**src/rtl/snake_collision_scan.sv**
```systemverilog
// Two-player snake collision scanner: snapshots both bodies on start and checks one segment index per cycle.
// Optional self-collision checks are compiled in with SNAKE_SELF_COLLISION_EN.
module snake_collision_scan #(
    parameter int MAX_SEG = 10,
    parameter int SEG_W   = 16,
    parameter int POS_W   = 10,
    localparam int LEN_W  = $clog2(MAX_SEG + 1)
) (
    input  logic                     clk,
    input  logic                     rst,
    input  logic                     start,
    input  logic                     clear,
    input  logic [MAX_SEG*SEG_W-1:0] snake1,
    input  logic [MAX_SEG*SEG_W-1:0] snake2,
    input  logic [LEN_W-1:0]         len1,
    input  logic [LEN_W-1:0]         len2,
    output logic                     busy,
    output logic                     done,
    output logic                     hit1,
    output logic                     hit2,
    output logic                     head_on
);

    typedef enum logic [1:0] {IDLE, SCAN, DONE} state_t;

    state_t                   state_q, state_d;
    logic [MAX_SEG*SEG_W-1:0] s1_q, s1_d, s2_q, s2_d;
    logic [LEN_W-1:0]         l1_q, l1_d, l2_q, l2_d;
    logic [LEN_W-1:0]         n_q, n_d, idx_q, idx_d;
    logic                     a1_q, a1_d, a2_q, a2_d, ah_q, ah_d;
    logic                     busy_q, busy_d, done_q, done_d;
    logic                     hit1_q, hit1_d, hit2_q, hit2_d, ho_q, ho_d;

    logic [LEN_W-1:0] l1_clamp, l2_clamp, n_start;
    logic [POS_W-1:0] pos1 [MAX_SEG];
    logic [POS_W-1:0] pos2 [MAX_SEG];
    logic [MAX_SEG-1:0] m12, m21, m11, m22, sel;
    logic cross1, cross2, self1, self2, head_match;

    assign l1_clamp = (len1 > LEN_W'(MAX_SEG)) ? LEN_W'(MAX_SEG) : len1;
    assign l2_clamp = (len2 > LEN_W'(MAX_SEG)) ? LEN_W'(MAX_SEG) : len2;
    assign n_start  = (l1_clamp == '0 && l2_clamp == '0) ? LEN_W'(1) :
                      (l1_clamp > l2_clamp) ? l1_clamp : l2_clamp;

    // Per-segment match vectors against each snapshot head; sel picks the current index.
    for (genvar gi = 0; gi < MAX_SEG; gi++) begin : g_seg
        assign pos1[gi] = s1_q[gi*SEG_W +: POS_W];
        assign pos2[gi] = s2_q[gi*SEG_W +: POS_W];
        assign m12[gi]  = (pos1[0] == pos2[gi]);
        assign m21[gi]  = (pos2[0] == pos1[gi]);
`ifdef SNAKE_SELF_COLLISION_EN
        if (gi == 0) begin : g_head
            assign m11[gi] = 1'b0;
            assign m22[gi] = 1'b0;
        end else begin : g_body
            assign m11[gi] = (pos1[0] == pos1[gi]);
            assign m22[gi] = (pos2[0] == pos2[gi]);
        end
`else
        assign m11[gi] = 1'b0;
        assign m22[gi] = 1'b0;
`endif
    end

    assign sel        = MAX_SEG'(1) << idx_q;
    assign cross1     = (l1_q != '0) && (idx_q < l2_q) && |(m12 & sel);
    assign cross2     = (l2_q != '0) && (idx_q < l1_q) && |(m21 & sel);
    assign self1      = (idx_q < l1_q) && |(m11 & sel);
    assign self2      = (idx_q < l2_q) && |(m22 & sel);
    assign head_match = (idx_q == '0) && (l1_q != '0) && (l2_q != '0) && (pos1[0] == pos2[0]);

    always_comb begin
        state_d = state_q;
        s1_d    = s1_q;
        s2_d    = s2_q;
        l1_d    = l1_q;
        l2_d    = l2_q;
        n_d     = n_q;
        idx_d   = idx_q;
        a1_d    = a1_q;
        a2_d    = a2_q;
        ah_d    = ah_q;
        done_d  = 1'b0;
        hit1_d  = clear ? 1'b0 : hit1_q;
        hit2_d  = clear ? 1'b0 : hit2_q;
        ho_d    = clear ? 1'b0 : ho_q;
        case (state_q)
            IDLE: begin
                // Hold off one cycle while done is visible so a new scan starts after it.
                if (start && !done_q) begin
                    s1_d    = snake1;
                    s2_d    = snake2;
                    l1_d    = l1_clamp;
                    l2_d    = l2_clamp;
                    n_d     = n_start;
                    idx_d   = '0;
                    a1_d    = 1'b0;
                    a2_d    = 1'b0;
                    ah_d    = 1'b0;
                    state_d = SCAN;
                end
            end
            SCAN: begin
                a1_d = a1_q | cross1 | self1;
                a2_d = a2_q | cross2 | self2;
                ah_d = ah_q | head_match;
                if (idx_q == n_q - LEN_W'(1)) begin
                    state_d = DONE;
                end else begin
                    idx_d = idx_q + LEN_W'(1);
                end
            end
            DONE: begin
                // Fresh results override a simultaneous clear.
                done_d  = 1'b1;
                hit1_d  = hit1_d | a1_q;
                hit2_d  = hit2_d | a2_q;
                ho_d    = ho_d | ah_q;
                state_d = IDLE;
            end
            default: state_d = IDLE;
        endcase
        busy_d = (state_d != IDLE);
    end

    always_ff @(posedge clk or posedge rst) begin
        if (rst) begin
            state_q <= IDLE;
            s1_q    <= '0;
            s2_q    <= '0;
            l1_q    <= '0;
            l2_q    <= '0;
            n_q     <= '0;
            idx_q   <= '0;
            a1_q    <= 1'b0;
            a2_q    <= 1'b0;
            ah_q    <= 1'b0;
            busy_q  <= 1'b0;
            done_q  <= 1'b0;
            hit1_q  <= 1'b0;
            hit2_q  <= 1'b0;
            ho_q    <= 1'b0;
        end else begin
            state_q <= state_d;
            s1_q    <= s1_d;
            s2_q    <= s2_d;
            l1_q    <= l1_d;
            l2_q    <= l2_d;
            n_q     <= n_d;
            idx_q   <= idx_d;
            a1_q    <= a1_d;
            a2_q    <= a2_d;
            ah_q    <= ah_d;
            busy_q  <= busy_d;
            done_q  <= done_d;
            hit1_q  <= hit1_d;
            hit2_q  <= hit2_d;
            ho_q    <= ho_d;
        end
    end

    assign busy    = busy_q;
    assign done    = done_q;
    assign hit1    = hit1_q;
    assign hit2    = hit2_q;
    assign head_on = ho_q;

endmodule
```
**config.mk**
```make
export PLATFORM = sky130hd
export DESIGN_NAME = snake_collision_scan
export DESIGN_NICKNAME = d
export VERILOG_FILES = /design/src/rtl/snake_collision_scan.sv
export SDC_FILE = /design/constraint.sdc
export NUM_CORES = 1
export LEC_CHECK = 0
export ABC_AREA = 1
export ABC_CLOCK_PERIOD_IN_PS = 9200
export CORE_AREA = 8 8 165 183
export CTS_CLUSTER_DIAMETER = 30
export DETAILED_ROUTE_END_ITERATION = 8
export DIE_AREA = 0 0 173 191
export GPL_ROUTABILITY_DRIVEN = 0
export PLACE_DENSITY = 0.72
export SETUP_SLACK_MARGIN = 0.05
export SLEW_MARGIN = 0
export SYNTH_ARGS = -nofsm -noshare
export SYNTH_HDL_FRONTEND = slang
export SYNTH_SLANG_ARGS = --single-unit
export TNS_END_PERCENT = 30
```
**constraint.sdc**
```tcl
create_clock -name clk -period 9.2 [get_ports clk]
set_clock_uncertainty 0.15 [all_clocks]
set_input_delay 0.92 -clock clk [delete_from_list [all_inputs] [get_ports clk]]
set_output_delay 0.92 -clock clk [all_outputs]
set_load 0.03 [all_outputs]
```
==> metrics.cfg <==
[die]
core_area_sq_mm = 0.0272
design.portCount = 337
rows = 64
start_util = 0.442
floorplan.die_area_sq_mm = 0.0330
die_h_um = 191
die_width_um = 173

[placed_design]
postPlaceCellArea_sq_mm = 0.0143
portBuffers = 216
preCtsSetupSlack_ns = 4.74
dpl.hpwl_mm = 26.1
placed_cells_incl_taps = 2121

[cts]
tritoncts.num_buffers = 47
cts_tree = built
clkTransAtPathRegs_ns = 0.05
post_cts.resized_instances = 0
cts.hold.buffers_added = 0
cts.repair_timing.setup_buffer_count = 0
cts_max_path_buffers = 3
clock_sinks = 226
cts-htree-levels = 2
root_buffer = clkbuf_16
worst_skew_pair_later_pin_latency_ns = 0.54

[setup_path]
r2r_setup_slack_ns = 5.75
cp_data_required_time_ns = 9.51
critPathLaunch = start
setup.worst_path.start_class = input port
worst-setup-path-type = input port to flop
rr_endpoint = n_q[0]
r2r.worst_path.cells = 8
crit-reg2reg-launch = done
worst-path-max-fanout = 162
timing.critical_path.to_type = flop
worst_ep_arrival_time_ns = 4.25

[cells_and_area]
postLayoutCoreUtil = 0.590
commonest_non_fill_non_tap_cell_in_the_layout = nand2_1
filler_cell_count_in_the_final_layout = 2422
layout.cells.most_common_list = nand2_1 (770), dfrtp_1 (226), clkdlybuf4s50_1 (216)
layout-drive-gt1-share = 0.0596
n_antenna_cell = 0
area_growth_pct = 33.7
final_cell_count_no_fill = 2208
finalNetCount = 2155
post-route-cell-area_sq_mm = 0.0161

[sta]
timing.setup.tns_ns = 0
timing.max_slew.rel_slack = 0.262
final-setup-viol-count = 0
timing.final.crit_share = 0.428
grt_setup_unrepaired = false
timing.final.max_slew_violations = 0
max_freq_ghz = 0.254
final_hold_viol_count = 0
worst_hold_slack_ns = 0.328
worst_slew_pin_slew_ns = 1.11
final_critical_path_setup_slack_ns = 5.27
layout_min_cycle_time_ns = 3.93

[worst_hold_path]
hp-start = a1_q
worst_hold_path.num_cells = 2
hold_end = a1_q
class_of_the_most_critical_hold_timing_path = flop to flop

[yosys]
number_of_synthesized_register_bits = 226
synth.area.top_cells = dfrtp_1 (47%), nand2_1 (24%), xnor2_1 (7.3%)
netlist.top_cell.by_area = dfrtp_1
ys_warn_count = 0
dominantRegCellSynth = dfrtp_1
syn-instance-count = 1606
synthDistinctLibCells = 36
syn_nets = 1954
ys_async_sr_fraction = 1.00
top_area_cell_type_share_of_the_netlist_area = 0.470
post_synth.cell_area_avg_sq_um = 7.49
synthesis.area_sq_mm = 0.0120
synth-seq-area-share = 0.470
synth_enable_flop_cells = 0

[drt]
first_pass_iteration_count_of_the_detailed_router = 5
detail_route.wl_per_cell_um = 17.0
via_count = 10851
wirelength_mm = 37.6
drtAntennaViolNets = 0
vias_per_cell = 4.91
post_route_drc_violation_count = 0
first_iter_violations = 860

[global_routing]
pin_count_of_the_biggest_net_entering_global_routing = 163
global_route.overflow_total = 0
number_of_antenna_violations_at_the_first_check_in_global_routing = 0
grt_pass1_vias = 11059
grt_usage = 0.225
grt_pass1_wl_mm = 59.0

[pwr]
report.power.total_mw = 6.02
worst_ir_drop_vdd_mv = 0.156
power.static_leakage_nw = 7.86
power.density_cell_area_mw_per_mm2 = 374

[job]
maxCapViolations = 0

[run_status]
run_status = finished clean

==> cell usage after synthesis (2+ instances only) <==
cell,n
nand3_1,34
inv_1,121
o22ai_1,3
a21oi_1,10
o21ai_0,100
xor2_1,23
o21a_1,2
buf_1,3
clkbuf_1,15
nand2_2,4
inv_2,5
o21ai_2,4
buf_4,21
nand4_1,5
ha_1,16
o21ai_1,5
xnor2_1,100
nor2_1,90
nor4_1,2
buf_2,29
nand2_1,771
dfrtp_1,226
nor3_1,3
a21oi_2,2
==> routing by layer <==
metal	global-route usage	up-vias	part of all wire
li1	-	5315	-
met4	0.108	0	0.042
met5	0	-	0
met1	0.282	5101	0.42
met2	0.371	346	0.48
met3	0.0450	89	0.058
==> cell type report <==
| class | count | area, sq um | share of cell area |
|---|---|---|---|
| flip-flops and latches | 226 | 5660 | 0.352 |
| multi-input cells | 1183 | 5520 | 0.343 |
| repair buffers | 220 | 2190 | 0.136 |
| clock buffers | 57 | 1270 | 0.0792 |
| inverters | 129 | 503 | 0.0313 |
| clock inverters | 30 | 478 | 0.0297 |
| well taps | 363 | 454 | 0.0283 |
==> report_power, final <==
group / internal, mW / switching [mW]
sequential: 1.46 / 0.579
combinational: 0.900 / 1.21
clock: 1.30 / 0.570
==> registers in the layout, summed over array words and instances, names as in the netlist, 2 cells and up <==
signal	cells
idx_q	4
n_q	4
s2_q	100
s1_q	100
state_q	2
l2_q	4
l1_q	4
==> how the worst max path moves through the flow <==
stage               endpoint  slack [ns]  cells after the start
finish                n_q[0]        5.27                     10
global route          n_q[0]        4.96                     10
CTS                   n_q[0]        5.29                     10
detailed placement    n_q[0]        4.74                     10
global placement      n_q[0]        4.77                     10
floorplan               a1_q        1.94                      1
==> critical path, cell delays in order <==
cell and delay [ns]:
clkdlybuf4s50_1 0.46, inv_1 0.04, nor2_1 0.17, nand2_4 0.39, inv_8 0.70, buf_4 0.96
nand2_1 0.18, inv_1 0.09, a22oi_1 0.06, nand2_1 0.10
==> cells by family (layout without fill, tap and decap cells) <==
kind of cell	after synthesis	after routing	synth area share
AOI/OAI and AO/OA	133	133	0.0607
xor gates and xnor gates	123	123	0.0896
adders and majority gates	16	16	0.0166
buffers and inverters	197	436	0.0714
DFF	226	226	0.470
and+or+nand+nor	911	911	0.291
Power figures use the tool's default switching activity.
==> variant: new RTL, same flow settings <==
`SEG_W`: 16 -> 24.
--- a/src/rtl/snake_collision_scan.sv
+++ b/src/rtl/snake_collision_scan.sv
@@ -2,7 +2,7 @@
 // Optional self-collision checks are compiled in with SNAKE_SELF_COLLISION_EN.
 module snake_collision_scan #(
     parameter int MAX_SEG = 10,
-    parameter int SEG_W   = 16,
+    parameter int SEG_W   = 24,
     parameter int POS_W   = 10,
     localparam int LEN_W  = $clog2(MAX_SEG + 1)
 ) (
Interface: changed (resized snake1 and snake2); port bits go from 337 to 497. No check against the original RTL was run, so the function may have changed too.
==> variant against the unedited design <==
  * Sequential cell count unchanged
  * Largest power group unchanged
  * Area after synthesis decreased by 0.58%
  * Global-route usage about the same
  * Critical path depth unchanged
  * Via count decreased by 2.4%
  * Final area decreased by 1.6%
  * Power decreased by 3.5%
  * Worst setup slack got worse by 59 ps
  * Wire length decreased by 0.26%
==> variant: results (changes against the unedited design) <==
number of H-tree levels 2 (unchanged); CTS resizes 0 (unchanged); CTS clk-pin slew, worst paths 40 ps; CP Max Fanout 190 (was 162); largest registers s1_q: 100 flops, s2_q: 100 flops (unchanged); post-layout net count 2282 (was 2155); hold path startpoint a2_q (was a1_q); HPWL Detailed 25920 µm (was 26100 µm); Pre-antenna DRT Iters 5 (unchanged); met1 WL 16570 µm (was 15670 µm); GRT Overall Usage 0.2247 (was 0.2250); Root Driver clkbuf_16 (unchanged); Syn Inst Count 1575 (was 1606); top post-synthesis cells by area dfrtp_1, nand2_1, xnor2_1 (unchanged); share of cells above drive strength 1 0.06126 (was 0.05962); grt total ovfl 0 (unchanged); CTS Buffer Depth 3 (unchanged); TritonCTS Buffers 47 (unchanged); synth unique cells 34 (was 36); Synth async-reset ratio 1.000 (unchanged); reg-to-reg startpoint done (unchanged); largest net degree at the start of global routing 191 (was 163); first-pass GRT wire length 58460 µm (was 59040 µm); Critical path origin start (unchanged); Crit-path slowest cell buf_4 (unchanged); WL met3 2496 µm (was 2181 µm); Worst VDD drop 211.4 µV (was 155.9 µV); slew at the pin closest to its max-slew limit 1139 ps (was 1107 ps); number of I/O port buffers 216 (unchanged); Routed wire per std cell 17.23 µm (was 17.01 µm); DR top layer met5 (was met4); starting DRC count in detailed routing 862 (was 860); leakage 0.007670 µW (was 0.007856 µW); setup bufs post-CTS 0 (unchanged); diode count 0 (unchanged); routed vias 10593 (was 10851); dpl cells 2088 (was 2121); Synthesis Warnings 0 (unchanged); WL met2 17260 µm (was 18140 µm); Synth top cells by count nand2_1, dfrtp_1, inv_1 (unchanged); fillers 2468 (was 2422); HP Class reg -> reg (unchanged); Psw 2343 µW (was 2360 µW); clock latency at the later pin of the worst-skew pair 550 ps; slowest cell delay on critical path 880 ps (was 960 ps); initial antenna violation count 2 (was 0); post-synthesis sequential area ratio 0.4731 (was 0.4703); final wirelength 37470 µm (was 37570 µm); outcome completed (unchanged)
variant: tightest hold or removal path, stage by stage, from the launching register on:
cell,delay (ps)
dfrtp_1,330
nand2_1,60
nand2_1,50
variant: through the flow:
| step | instance area, µm² | setup slack [ps] | power, µW |
|---|---|---|---|
| final | 15820 | 5207 | 5806 |
| after global routing | 15820 | 4950 | 6231 |
| after CTS | 15820 | 5271 | 5819 |
| after detailed placement | 14240 | 4735 | 4114 |
| after global placement | 14240 | 4725 | 4036 |
| after floorplan | 11960 | 1939 | 3495 |
variant: cells by family after synthesis:
kind of cell,Yosys count,synth area share
compound gates,129,0.06049
xor+xnor,123,0.09074
fa+ha+maj,16,0.01674
buf+inv,201,0.07305
flops,226,0.4731
simple gates,880,0.2859
variant: area by class of cell:
class | instances | area, µm² | share of cell area
Tap cell | 363 | 454.2 | 0.02871
Sequential cell | 226 | 5655 | 0.3575
Multi-Input combinational cell | 1148 | 5431 | 0.3433
Timing Repair Buffer | 219 | 2185 | 0.1381
Clock inverter | 26 | 275.3 | 0.01740
Inverter | 132 | 510.5 | 0.03227
Clock buffer | 61 | 1309 | 0.08273
variant: power by group through the flow:
stage                     Combinational, µW  Clock (µW)  Sequential [µW]
after floorplan                        1780           0             1710
after global placement                 2010           0             2020
after detailed placement               2070           0             2040
after CTS                              2100        1680             2040
after global routing                   2400        1740             2100
final                                  2090        1670             2050
variant: final timing paths:
path / end / slack (ps) / cells past startpoint
worst max-delay path: n_q[0] / 5210 / 10
worst min-delay path: a2_q / 330 / 2
worst max register to register: n_q[0] / 5770 / 8
worst min register to register: a2_q / 330 / 2
max in group asynchronous: s1_q[26] / 6340 / 3
min in group asynchronous: s1_q[27] / 830 / 2
variant: metal layers:
metal,global-route usage,vias to the layer above
met5,0,-
met2,0.3586,380
met4,0.08198,4
li1,-,5196
met1,0.2976,4921
met3,0.04939,92
